`src/rtl/pll_mdrp_pkg.sv`:
```
// Shared widths, MDRP opcodes, controller states and the captured host request.
package pll_mdrp_pkg;

  localparam int unsigned ADDR_W = 8;
  localparam int unsigned DATA_W = 8;
  localparam int unsigned OPC_W  = 2;

  typedef enum logic [OPC_W-1:0] {
    OPC_NOP = 2'b00,
    OPC_WR  = 2'b01,
    OPC_RD  = 2'b10
  } mdopc_e;

  typedef enum logic [2:0] {
    ST_IDLE,
    ST_SEEK,
    ST_OP,
    ST_RDWAIT,
    ST_DONE
  } state_e;

  typedef struct packed {
    logic              we;
    logic [ADDR_W-1:0] addr;
    logic [DATA_W-1:0] wdata;
  } mdrp_req_t;

  // Opcode presented on the pins once the PLL address matches the target.
  function automatic mdopc_e op_for(input logic we);
    return we ? OPC_WR : OPC_RD;
  endfunction

endpackage

```
`src/rtl/mdrp_clkgen.sv`:
```
// Free-running MDCLK divider; ftick/rtick flag the clk cycle before a falling/rising mdclk edge.
module mdrp_clkgen #(
  parameter int unsigned MDCLK_DIV = 2
) (
  input  logic clk,
  input  logic reset,
  output logic mdclk,
  output logic ftick,
  output logic rtick
);

  localparam int unsigned CNT_W = 8;
  localparam logic [CNT_W-1:0] LAST = CNT_W'(MDCLK_DIV - 1);

  logic [CNT_W-1:0] cnt;
  logic [CNT_W-1:0] cnt_d;
  logic             mdclk_d;
  logic             wrap;

  always_comb begin
    wrap    = (cnt == LAST);
    cnt_d   = wrap ? '0 : cnt + 1'b1;
    mdclk_d = wrap ? ~mdclk : mdclk;
  end

  // Ticks are decoded from the next counter state so they line up with cnt==LAST.
  always_ff @(posedge clk or posedge reset) begin
    if (reset) begin
      cnt   <= '0;
      mdclk <= 1'b0;
      ftick <= 1'b0;
      rtick <= (MDCLK_DIV == 1);
    end else begin
      cnt   <= cnt_d;
      mdclk <= mdclk_d;
      ftick <= (cnt_d == LAST) && mdclk_d;
      rtick <= (cnt_d == LAST) && !mdclk_d;
    end
  end

endmodule

```
`src/rtl/pll_mdrp_ctrl.sv`:
```
// Host-to-PLL MDRP bridge: walks the PLL address pointer with MDAINC, then issues one WR/RD.
module pll_mdrp_ctrl
  import pll_mdrp_pkg::*;
#(
  parameter int unsigned MDCLK_DIV = 2
) (
  input  logic              clk,
  input  logic              reset,
  input  logic              req,
  input  logic              we,
  input  logic [ADDR_W-1:0] addr,
  input  logic [DATA_W-1:0] wdata,
  output logic              busy,
  output logic              ack,
  output logic [DATA_W-1:0] rdata,
  output logic              mdclk,
  output logic [OPC_W-1:0]  mdopc,
  output logic              mdainc,
  output logic [DATA_W-1:0] mdwdi,
  input  logic [DATA_W-1:0] mdrdo
);

  logic ftick;
  logic rtick;

  state_e            state, state_d;
  mdrp_req_t         cur, cur_d;
  logic [ADDR_W-1:0] ptr, ptr_d;
  mdopc_e            opc_q, opc_d;
  logic              busy_d;
  logic              ack_d;
  logic [DATA_W-1:0] rdata_d;
  logic              mdainc_d;
  logic [DATA_W-1:0] mdwdi_d;

  mdrp_clkgen #(.MDCLK_DIV(MDCLK_DIV)) u_clkgen (
    .clk   (clk),
    .reset (reset),
    .mdclk (mdclk),
    .ftick (ftick),
    .rtick (rtick)
  );

  assign mdopc = opc_q;

  // Next-state and next-output logic; pin values only move on ftick.
  always_comb begin
    state_d  = state;
    cur_d    = cur;
    ptr_d    = ptr;
    opc_d    = opc_q;
    busy_d   = busy;
    ack_d    = 1'b0;
    rdata_d  = rdata;
    mdainc_d = mdainc;
    mdwdi_d  = mdwdi;

    unique case (state)
      ST_IDLE: begin
        if (req) begin
          cur_d   = '{we: we, addr: addr, wdata: wdata};
          busy_d  = 1'b1;
          state_d = ST_SEEK;
        end
      end
      ST_SEEK: begin
        if (ftick) begin
          if (ptr != cur.addr) begin
            mdainc_d = 1'b1;
            ptr_d    = ptr + 1'b1;
          end else begin
            mdainc_d = 1'b0;
            opc_d    = op_for(cur.we);
            mdwdi_d  = cur.we ? cur.wdata : '0;
            state_d  = ST_OP;
          end
        end
      end
      ST_OP: begin
        if (ftick) begin
          opc_d   = OPC_NOP;
          mdwdi_d = '0;
          if (cur.we) begin
            ack_d   = 1'b1;
            busy_d  = 1'b0;
            state_d = ST_DONE;
          end else begin
            state_d = ST_RDWAIT;
          end
        end
      end
      ST_RDWAIT: begin
        // PLL presented read data at the rising edge inside the RD period.
        if (rtick) begin
          rdata_d = mdrdo;
          ack_d   = 1'b1;
          busy_d  = 1'b0;
          state_d = ST_DONE;
        end
      end
      ST_DONE: begin
        state_d = ST_IDLE;
      end
      default: begin
        state_d = ST_IDLE;
      end
    endcase
  end

  always_ff @(posedge clk or posedge reset) begin
    if (reset) begin
      state  <= ST_IDLE;
      cur    <= '0;
      ptr    <= '0;
      opc_q  <= OPC_NOP;
      busy   <= 1'b0;
      ack    <= 1'b0;
      rdata  <= '0;
      mdainc <= 1'b0;
      mdwdi  <= '0;
    end else begin
      state  <= state_d;
      cur    <= cur_d;
      ptr    <= ptr_d;
      opc_q  <= opc_d;
      busy   <= busy_d;
      ack    <= ack_d;
      rdata  <= rdata_d;
      mdainc <= mdainc_d;
      mdwdi  <= mdwdi_d;
    end
  end

endmodule

```
`config.mk`:
```
export PLATFORM = sky130hd
export DESIGN_NAME = pll_mdrp_ctrl
export DESIGN_NICKNAME = d
export VERILOG_FILES = /design/src/rtl/pll_mdrp_pkg.sv /design/src/rtl/mdrp_clkgen.sv /design/src/rtl/pll_mdrp_ctrl.sv
export SDC_FILE = /design/constraint.sdc
export NUM_CORES = 1
export LEC_CHECK = 0
export CORE_ASPECT_RATIO = 1.1
export CORE_MARGIN = 4
export CORE_UTILIZATION = 47
export CTS_CLUSTER_SIZE = 28
export DETAILED_ROUTE_END_ITERATION = 16
export PLACE_DENSITY = 0.81
export SLEW_MARGIN = 15
export SYNTH_ARGS = -nofsm -noshare
export SYNTH_HDL_FRONTEND = slang
export SYNTH_SLANG_ARGS = --single-unit
```
`constraint.sdc`:
```
create_clock -name clk -period 2.2 [get_ports clk]
set_input_delay 0.66 -clock clk [delete_from_list [all_inputs] [get_ports clk]]
set_output_delay 0.66 -clock clk [all_outputs]
set_load 0.005 [all_outputs]
```
# Yosys cells after proc, flatten, opt, wreduce, memory -nomap -nowiden
# Index checks and enable logic that the tools add are counted.
totals:
  word_cells: 72
  inputBits: 28
  register_bits: 60
  output_inout_bits: 22
op_classes:
  n_eq_ne: 12
  add_sub_neg: 2
  bitwise: 1
  reduce_logical: 13
  mux: 29
op_table:
  columns: ["op", "count"]
  rows:
  - ["2-to-1 mux 8 bit", 5]
  - ["2-to-1 mux 3 bit", 6]
  - ["adder 8 x 1 -> 8 bit (second input constant)", 2]
  - ["== test 8 x 1 -> 1 bit (second input constant)", 2]
  - ["case mux 8 bit (2 select lines)", 1]
  - ["case mux 3 bit (4 select lines)", 1]
  - ["AND reduction 5 bit", 2]
  - ["2-to-1 mux 1 bit", 9]
  - ["2-to-1 mux 2 bit", 4]
  - ["inequality test 8 bit", 1]
  - ["== test 3 x 2 -> 1 bit (second input constant)", 2]
  - ["inequality test 2 x 1 -> 1 bit (second input constant)", 3]
  - ["inequality test 2 bit (second input constant)", 3]
  - ["AND reduction 2 bit", 3]
  - ["case mux 2 bit (2 select lines)", 1]
  - ["AND reduction 4 bit", 1]
  - ["== test 3 x 1 -> 1 bit (second input constant)", 1]
  - ["logical NOT 3 bit", 1]
  - ["case mux 1 bit (3 select lines)", 1]
  - ["AND reduction 3 bit", 1]
  - ["nonzero test 3 bit", 1]
  - ["logical AND 1 bit", 2]
  - ["case mux 1 bit (2 select lines)", 1]
  - ["nonzero test 2 bit", 1]
  - ["2 further kinds", 2]

# Depth between registers and ports, before layout
depth:
  depth_word: 4
  depth_mapped: 7
  mapped_depth_nobuf: 7

# Modules after synthesis
# Synthesis repeated with hierarchy kept, for this count alone.
unflattened:
  hier_cells: 226
  area_unflattened_um2: 2740.1
modules_own_cells:
  columns: ["module", "cells_per_inst", "instances", "area_per_inst_um2", "seq_area_each_um2"]
  rows:
  - ["pll_mdrp_ctrl", 176, 1, 2163.3, 1226.2]
  - ["mdrp_clkgen", 50, 1, 576.8, 275.3]

# Worst setup path after synthesis
# OpenSTA, ideal clock, no wires.
synth_timing:
  kind: "input -> register"
  from: "input req"
  to: "register cur[10] (netlist name)"
  setup_slack_ns: 0.309
  path_stages: 4
  required_ns: 2.072
  setup_time_ns: 0.128
  arrival_ns: 1.763
  path_buffers: 1
  path_cell_list: "nand2b_1 nor3_2 buf_2 mux2_1"
synth_between:
  elab_chain_len: 1
synth_rtl:
  columns: ["item", "line", "source"]
  rows:
  - ["from (decl)", "pll_mdrp_ctrl.sv:9", "input logic req,"]
  - ["AND reduction 2 bit (no source line)", null, null]
  - ["to (signal assigned)", "pll_mdrp_ctrl.sv:123", "cur <= cur_d;"]
  - ["to (decl)", "pll_mdrp_ctrl.sv:27", "mdrp_req_t cur, cur_d;"]
# Every way passes these cells.
# A chain may end at the register's enable or synchronous reset.

# Worst setup path in the final report
layout_timing:
  from: "register u_clkgen.cnt[5]"
  to: "register u_clkgen.rtick"
layout_between:
  elab_chain_len: 4
  elab_cells_between_ends: 7
  cone_classes: "add/sub (1); eq/ne (2); mux (2); reduce/logical (2)"
layout_rtl:
  columns: ["item", "line", "source"]
  rows:
  - ["from (decl)", "mdrp_clkgen.sv:15", "logic [CNT_W-1:0] cnt;"]
  - ["from (signal assigned)", "mdrp_clkgen.sv:34", "cnt <= cnt_d;"]
  - ["== test 8 x 1 -> 1 bit", "mdrp_clkgen.sv:21", "wrap = (cnt == LAST);"]
  - ["2-to-1 mux 8 bit", "mdrp_clkgen.sv:22", "cnt_d = wrap ? '0 : cnt + 1'b1;"]
  - ["named net u_clkgen.cnt_d[0]", "mdrp_clkgen.sv:16", "logic [CNT_W-1:0] cnt_d;"]
  - ["== test 8 x 1 -> 1 bit", "mdrp_clkgen.sv:37", "rtick <= (cnt_d == LAST) && !mdclk_d;"]
  - ["logical AND 1 bit", "mdrp_clkgen.sv:37", null]
  - ["to (signal assigned)", "mdrp_clkgen.sv:32", "rtick <= (MDCLK_DIV == 1);"]
  - ["to (signal assigned)", "mdrp_clkgen.sv:37", null]
  - ["to (decl)", "mdrp_clkgen.sv:9", "output logic rtick"]
# The timed path passes the listed nets, and every way through them passes these cells.

==> flow_summary_export.csv <==
group,metric,value,unit
place,dp_slack,0.0478,ns
sta,hold_ws,0.487,ns
critical_path,rr_startpoint,"u_clkgen.cnt[5]$_DFF_PP0_",
routing,antenna_left,0,
place,placed_cell_area,0.00329,mm^2
sta,finalMaxSlewViolations,0,
yosys,synthCells,217,
yosys,syn_avg_cell_area,12.3,um^2
final_layout,antenna_cells,0,
final_layout,fin_area,0.00353,mm^2
routing,post_drt_wl_per_cell,13.7,um
yosys,seq_area_frac_synth,0.562,
pwr,p_leak,1.61,nW
routing,drt-initial-drc-count,89,
global_route,antenna_found_initial,0,
cts,worst_skew_pair.late_latency,0.34,ns
yosys,ys_types,39,
routing,routed_wl,4880,um
sta,setup_violations,0,
yosys,yosysWarnings,0,
yosys,synth_area_leaders,"dfrtp_1, mux2_2, mux2_1",
final_layout,area_growth,32.2,%
sta,period_minus_slack,1.96,ns
critical_path,critPathLaunch,"u_clkgen.cnt[5]$_DFF_PP0_",
final_layout,drive_gt1_frac,0.156,
global_route,first_global_vias,1947,
routing,vias_per_cell,4.98,
cts,htreeDepth,3,
yosys,synth_nets,248,
floorplanning,io_pins,50,
outcome,status,"complete, no violations",
cts,clkTransAtPathRegs,0.07,ns
cts,cts_root_buf,"clkbuf_8",
critical_path,cp.required,2.42,ns
critical_path,path_class,"reg -> reg",
sta,rsz0062_at_grt,"no",
place,gp_congestion,0.780,
cts,cts_tree,"built",
floorplanning,start_util,0.492,
sta,fin_skew,0.0112,ns
final_layout,nets,309,
critical_path,cp_max_fo,6,
global_route,gr-usage-all-layers,0.165,
pwr,vdd_drop_max,0.610,mV
critical_path,cp-start-kind,"flop",
routing,num_vias,1777,
cts,cts_sinks,60,
pwr,powerDensity,1170,mW/mm^2
global_route,global_route.overflow_total,0,
global_route,grt_pass1_wl,8690,um
cts,cts_max_path_buffers,2,
sta,finalHoldViolations,0,
cts,cts_buffers,9,
place,portBuffers,49,
floorplanning,die-area,0.00695,mm^2
critical_path,reg2reg_slack,0.24,ns
place,dp_hpwl,3430,um
yosys,synth_area,0.00267,mm^2
sta,max_slew_margin,0.681,
yosys,synth_edf_count,0,
cts,postCtsSetupBuffers,0,
cts,cts_hold_repair.buffers,0,
sta,tns,0,ns
cts,postCtsResizedCells,0,
critical_path,crit_path_end,"u_clkgen.rtick$_DFF_PP0_",
floorplanning,die_w,79.9,um
routing,first_pass_iters,4,
global_route,grt_max_degree,61,
critical_path,arrival,2.17,ns
yosys,synth_area_leader_cell,"dfrtp_1",
critical_path,end_kind,"flop",
routing,post-route-drc-count,0,
sta,period_share,0.889,
floorplanning,die_h,87.1,um
yosys,synth-seq-cells,60,
yosys,yosysTopAreaCellShare,0.562,
sta,worst_slew_pin_slew,0.474,ns
worst_hold_path,hp-class,"reg -> reg",
sta,fmax,511,MHz
critical_path,reg2reg_to,"u_clkgen.rtick$_DFF_PP0_",
yosys,async_flop_share,1.00,
floorplanning,row_count,28,
run,maxCapViolCount,0,
yosys,synth_flop_cell,"dfrtp_1",
pwr,power,4.14,mW
sta,worst_slack,0.244,ns
critical_path,r2r_cells,5,
floorplanning,core_area,0.00543,mm^2
routing by layer:
| metal | share of wire | vias up | wire length, um | GRT usage |
|---|---|---|---|---|
| met1 | 0.42 | 861 | 2060 | 0.193 |
| met5 | 0 | - | 0 | 0 |
| met4 | 0.021 | 0 | 103 | 0.0829 |
| li1 | - | 866 | - | - |
| met2 | 0.50 | 42 | 2450 | 0.273 |
| met3 | 0.055 | 8 | 268 | 0.0507 |
synth_stat cells, drive strengths merged (5+ instances only):
cell and instances:
nand2 21, mux2 29, xnor2 8, xor2 16
dfrtp 60, nand3 5, mux2i 8, nor4 5
nor2 10, o21ai 5, inv 12
report_power, final:
group / internal (mW) / switching [mW] / leakage (nW)
Combinational: 0.748 / 0.438 / 0.742
Sequential: 1.49 / 0.269 / 0.746
Clock: 0.773 / 0.420 / 0.122
worst max-delay path, cell delays in order (launching register included):
cell and delay (ns):
dfrtp_1 0.44, or3_1 0.41, nor4_2 0.44, nor2_1 0.13
and3_1 0.23, and4b_1 0.19
state kept, by name, summed over array words and instances, names as in the netlist:
register / flops
u_clkgen.mdclk: 1
u_clkgen.ftick: 1
ptr: 8
u_clkgen.cnt: 8
cur: 17
state: 3
rdata: 8
mdwdi: 8
mdopc: 2
ack: 1
mdainc: 1
u_clkgen.rtick: 1
busy: 1
cells by family after synthesis:
family          after synthesis  synth area share
simple gates                 64             0.130
flops                        60             0.562
mux                          37             0.155
xor+xnor                     24            0.0787
buf+inv                      17            0.0291
compound gates               12            0.0305
fa+ha+maj                     3            0.0141
cell usage in the layout, fill, tap and decap left out, types with 5 or more instances in the layout:
cell type / count
dfrtp_1: 60
clkdlybuf4s50_1: 49
nand2_1: 21
xor2_1: 16
mux2_2: 14
mux2_1: 13
nor2_1: 10
inv_1: 10
clkbuf_8: 10
mux2i_1: 8
xnor2_1: 8
nand3_1: 5
cell type report:
type                    count  area [um^2]
fillers                   410         1900
flip-flops and latches     60         1500
multi-input cells         140         1090
repair buffers             55          561
clock buffers              10          138
clock inverters             5          100
well taps                  75         93.8
inverters                  12         45.0
worst min path at each step:
stage | from | end | slack, ns | cells after the start
after floorplan | cur[3]$_DFFE_PP0P_ | cur[3]$_DFFE_PP0P_ | 0.46 | 1
final | cur[4]$_DFFE_PP0P_ | cur[4]$_DFFE_PP0P_ | 0.49 | 1
after CTS | cur[4]$_DFFE_PP0P_ | cur[4]$_DFFE_PP0P_ | 0.49 | 1
after detailed placement | cur[4]$_DFFE_PP0P_ | cur[4]$_DFFE_PP0P_ | 0.47 | 1
after global routing | cur[2]$_DFFE_PP0P_ | cur[2]$_DFFE_PP0P_ | 0.52 | 1
after global placement | mdainc$_DFFE_PP0P_ | mdainc$_DFFE_PP0P_ | 0.47 | 2
per-stage QoR:
step                      instances   util
after floorplan                 217      -
after global placement          342  0.606
after detailed placement        342  0.606
after CTS                       357  0.650
after global routing            357  0.650
final                           357  0.650
No activity file was read; power rests on OpenSTA's default activity.
